--- src/rtl/shift_register_pkg.sv ---
// Shared constants and next-state select encoding for the right-shift register.
package shift_register_pkg;

    localparam int unsigned DEFAULT_WIDTH       = 5;
    localparam logic [31:0] DEFAULT_RESET_VALUE = 32'd0;

    typedef enum logic [1:0] {
        Clear  = 2'd0,
        Load   = 2'd1,
        Shift  = 2'd2,
        Rotate = 2'd3
    } sel_e;

    // Priority: clear beats load beats rotate beats plain shift.
    function automatic sel_e select_next(input logic clear, input logic load,
                                         input logic rotate);
        if (clear) begin
            return Clear;
        end else if (load) begin
            return Load;
        end else if (rotate) begin
            return Rotate;
        end
        return Shift;
    endfunction

endpackage

--- src/rtl/shift_register_cell.sv ---
// One register bit: synchronous D flip-flop with a clear/load/shift/rotate data mux.
module shift_register_cell
    import shift_register_pkg::*;
(
    input  logic clockpulse,
    input  sel_e sel,
    input  logic clear_bit,
    input  logic load_bit,
    input  logic shift_bit,
    input  logic rotate_bit,
    output logic q,
    output logic qbar
);

    always_ff @(posedge clockpulse) begin
        unique case (sel)
            Clear:  q <= clear_bit;
            Load:   q <= load_bit;
            Shift:  q <= shift_bit;
            Rotate: q <= rotate_bit;
        endcase
    end

    assign qbar = ~q;

endmodule

--- src/rtl/shift_register_6bit_right.sv ---
// Right-shift register built from a chain of shift_register_cell instances.
// Define SHIFTREG_ROTATE_EN to add the rotate input (MSB takes out[0] instead of serialInput).
module shift_register_6bit_right
    import shift_register_pkg::*;
#(
    parameter int unsigned     WIDTH       = DEFAULT_WIDTH,
    parameter logic [WIDTH-1:0] RESET_VALUE = WIDTH'(DEFAULT_RESET_VALUE)
) (
    input  logic             clockpulse,
    input  logic             clear,
    input  logic             serialInput,
    input  logic             enablePreset,
    input  logic [WIDTH-1:0] preset,
`ifdef SHIFTREG_ROTATE_EN
    input  logic             rotate,
`endif
    output logic [WIDTH-1:0] out,
    output logic [WIDTH-1:0] notout
);

    if (WIDTH < 2 || WIDTH > 32) begin : g_bad_width
        $error("shift_register_6bit_right: WIDTH must be within 2..32");
    end

    logic rotate_req;
    sel_e sel;

`ifdef SHIFTREG_ROTATE_EN
    assign rotate_req = rotate;
`else
    assign rotate_req = 1'b0;
`endif

    always_comb begin
        sel = Shift;
        sel = select_next(clear, enablePreset, rotate_req);
    end

    // Every cell sees the same select; only the MSB's shift/rotate sources differ.
    for (genvar i = 0; i < WIDTH; i++) begin : g_cell
        logic shift_src;
        logic rotate_src;

        if (i == WIDTH - 1) begin : g_msb
            assign shift_src  = serialInput;
            assign rotate_src = out[0];
        end else begin : g_low
            assign shift_src  = out[i+1];
            assign rotate_src = out[i+1];
        end

        shift_register_cell u_cell (
            .clockpulse (clockpulse),
            .sel        (sel),
            .clear_bit  (RESET_VALUE[i]),
            .load_bit   (preset[i]),
            .shift_bit  (shift_src),
            .rotate_bit (rotate_src),
            .q          (out[i]),
            .qbar       (notout[i])
        );
    end

endmodule

--- config.mk ---
export PLATFORM = sky130hd
export DESIGN_NAME = shift_register_6bit_right
export DESIGN_NICKNAME = d
export VERILOG_FILES = /design/src/rtl/shift_register_pkg.sv /design/src/rtl/shift_register_cell.sv /design/src/rtl/shift_register_6bit_right.sv
export SDC_FILE = /design/constraint.sdc
export NUM_CORES = 1
export LEC_CHECK = 0
export BUFFER_PORTS_ARGS = -buffer_cell sky130_fd_sc_hd__buf_2
export CORE_AREA = 2 2 39 41
export CTS_CLUSTER_SIZE = 30
export DETAILED_ROUTE_END_ITERATION = 8
export DIE_AREA = 0 0 41 43
export PLACE_DENSITY = 0.43
export SLEW_MARGIN = 15
export SYNTH_ARGS = -nofsm -noshare
export SYNTH_HDL_FRONTEND = slang
export SYNTH_SLANG_ARGS = --single-unit
--- constraint.sdc ---
create_clock -name clockpulse -period 1.1 [get_ports clockpulse]
set_clock_uncertainty 0.15 [all_clocks]
set_input_delay 0.22 -clock clockpulse [delete_from_list [all_inputs] [get_ports clockpulse]]
set_output_delay 0.22 -clock clockpulse [all_outputs]
set_load 0.05 [all_outputs]
==> out/summary.txt <==
Seq. cell area: 106 sq um
kind of end point of the critical path: output pin
initial antenna violation count: 0
Final Max Slew Viols: 0
internal power: 400 uW
crit path from: g_cell[4].u_cell.q$_DFF_P_
net count after synthesis: 40
CP startpoint kind: flip-flop
Avg Inst Size Synth: 8.84 sq um
hold_buf cts: 0
Clock Power Share: 0.357
Leak: 0.200 nW
I/O pin cnt: 19
r2r startpoint: g_cell[4].u_cell.q$_DFF_P_
biggest regs: g_cell.u_cell.q x5
worst hold path type: primary input to flip-flop
arrival time at the worst endpoint: 0.77 ns
antenna-violating nets left: 0
Std-Cell Rows: 14
placed inst area: 298 sq um
Slew @ Worst Pin: 0.131 ns
fraction of layout cells with a size suffix above 1: 0.738
DRC violations left: 0
Worst VDD drop: 0.507 mV
Clk Latency, worst-skew pair: 0.24 ns
most common cell after layout, fill and taps aside: buf_6
Port Buffers: 18
RD Place Congestion: 0.632
cells after synthesis: 31
DRT iter0 DRCs: 0
Post-CTS Setup Repair Bufs: 0
Multi-input gate area: 68.8 sq um
DRT Wirelength: 453 microns
Data required, critical path: 0.73 ns
synth-to-layout area growth: 44.7%
Die ar.: 0.00176 sq mm
DR WL/cell: 7.81 microns
worst-path maximum fanout: 3
Distinct cells, synth: 6
Seq cells post-synth: 5
setup_tns: -0.220 ns
commonest cells after routing, fill and taps aside: 9 x buf_6, 8 x buf_2
first-pass GRT wire length: 807 microns
Largest register FFs: 5
Slew headroom: 0.910
Comb power frac: 0.292
post-synthesis sequential area ratio: 0.365
Die X: 41 microns
Yosys warnings: 0
H-tree Lvls: 1
All-Layer GR Usage: 0.0764
Final period util: 1.04
vias in the first global route: 226
core area: 0.00138 sq mm
Layout Nets: 52
P_sw: 193 uW
RSZ-0062 raised after global routing: true
total power: 593 uW
R2R Path End: g_cell[3].u_cell.q$_DFF_P_
status: complete, but fails checks
cell area after synthesis: 274 sq um
Fin. Hold Viols: 0
filler instances: 152
finished layout cell area: 397 sq um
Max-cap violations: 0
largest net degree at the start of global routing: 6
R2R depth: 2
violated checks: negative setup slack
routed vias/inst: 3.78
final setup vio count: 10
CTS tree: yes
kind of critical path: flip-flop to output pin
grt total ovfl: 0
Biggest register: g_cell.u_cell.q
Num CTS Buffers: 3
FF-to-FF setup slack: 0.33 ns
critical path endpoint: notout[4]
PwrDens: 1490 mW/mm^2
CTS root buffer: clkbuf_4
Initial Util: 0.198
Sw Ratio: 0.326
Final WS setup: -0.0393 ns
ANT cells: 0
Max Clk Rate: 878 MHz
CTS sink count: 5
Die H: 43 microns
Flop pwr share: 0.351
via count: 219
CTS Buffer Depth: 2
final worst path period need: 1.14 ns
clk slew on worst S/H paths: 0.05 ns
drt first pass iters: 1
final hold slack: 0.0440 ns
## worst min-delay path by stage
stage | startpoint | end | slack (ns) | cells after the start
5_1_grt | clear | g_cell[1].u_cell.q$_DFF_P_ | 0.05 | 2
2_1_floorplan | clear | g_cell[0].u_cell.q$_DFF_P_ | 0.14 | 1
3_5_place_dp | clear | g_cell[2].u_cell.q$_DFF_P_ | 0.31 | 2
6_report | clear | g_cell[1].u_cell.q$_DFF_P_ | 0.04 | 2
3_3_place_gp | clear | g_cell[2].u_cell.q$_DFF_P_ | 0.31 | 2
4_1_cts | clear | g_cell[4].u_cell.q$_DFF_P_ | 0.04 | 2
## per-layer routing
layer	GRT usage	routed length, microns	vias up
met2	0.100	210	14
met3	0.0471	67	0
met4	0.0800	0	0
met1	0.0742	175	102
met5	0	0	-
li1	-	-	103
## what timing repair did
item,in CTS,in global routing
resized for setup,28,3
endpoints found under the setup margin,10,10
gates cloned,0,0
## per-stage QoR
stage | setup WS [ns] | utilization | instances
6_report | -0.0393 | 0.287 | 58
5_1_grt | -0.0773 | 0.287 | 58
4_1_cts | -0.0504 | 0.281 | 58
3_5_place_dp | 0.134 | 0.215 | 54
3_3_place_gp | 0.137 | 0.215 | 54
2_1_floorplan | 0.199 | - | 31
## power groups by stage
stage | logic (mW) | clock network, mW | registers, mW
finish | 0.173 | 0.212 | 0.208
global placement | 0.142 | 0 | 0.203
detailed placement | 0.142 | 0 | 0.204
floorplan | 0.140 | 0 | 0.203
CTS | 0.171 | 0.226 | 0.207
global route | 0.185 | 0.243 | 0.209
## cell families after synthesis
group | Yosys count | synth area share
buffers and inverters | 16 | 0.384
DFF | 5 | 0.365
muxes | 5 | 0.183
and+or+nand+nor | 5 | 0.0685
## cell usage after synthesis
library cell / instances / share of area
dfxtp_1: 5 / 0.37
buf_6: 1 / 0.041
buf_4: 10 / 0.27
inv_1: 5 / 0.069
nor2_1: 5 / 0.069
mux2i_1: 5 / 0.18
## cell type report
| type | count | area share |
|---|---|---|
| Timing Repair Buffer | 18 | 0.394 |
| Multi-Input combinational cell | 10 | 0.174 |
| Sequential cell | 5 | 0.268 |
| Clock buffer | 4 | 0.0662 |
| Inverter | 5 | 0.0473 |
| Tap cell | 16 | 0.0505 |
## worst max-delay path: stages, from the launching register on
cell     delay, ns
dfxtp_2       0.35
inv_2         0.04
buf_6         0.14
Note: power is estimated with default switching activity, not from simulation.
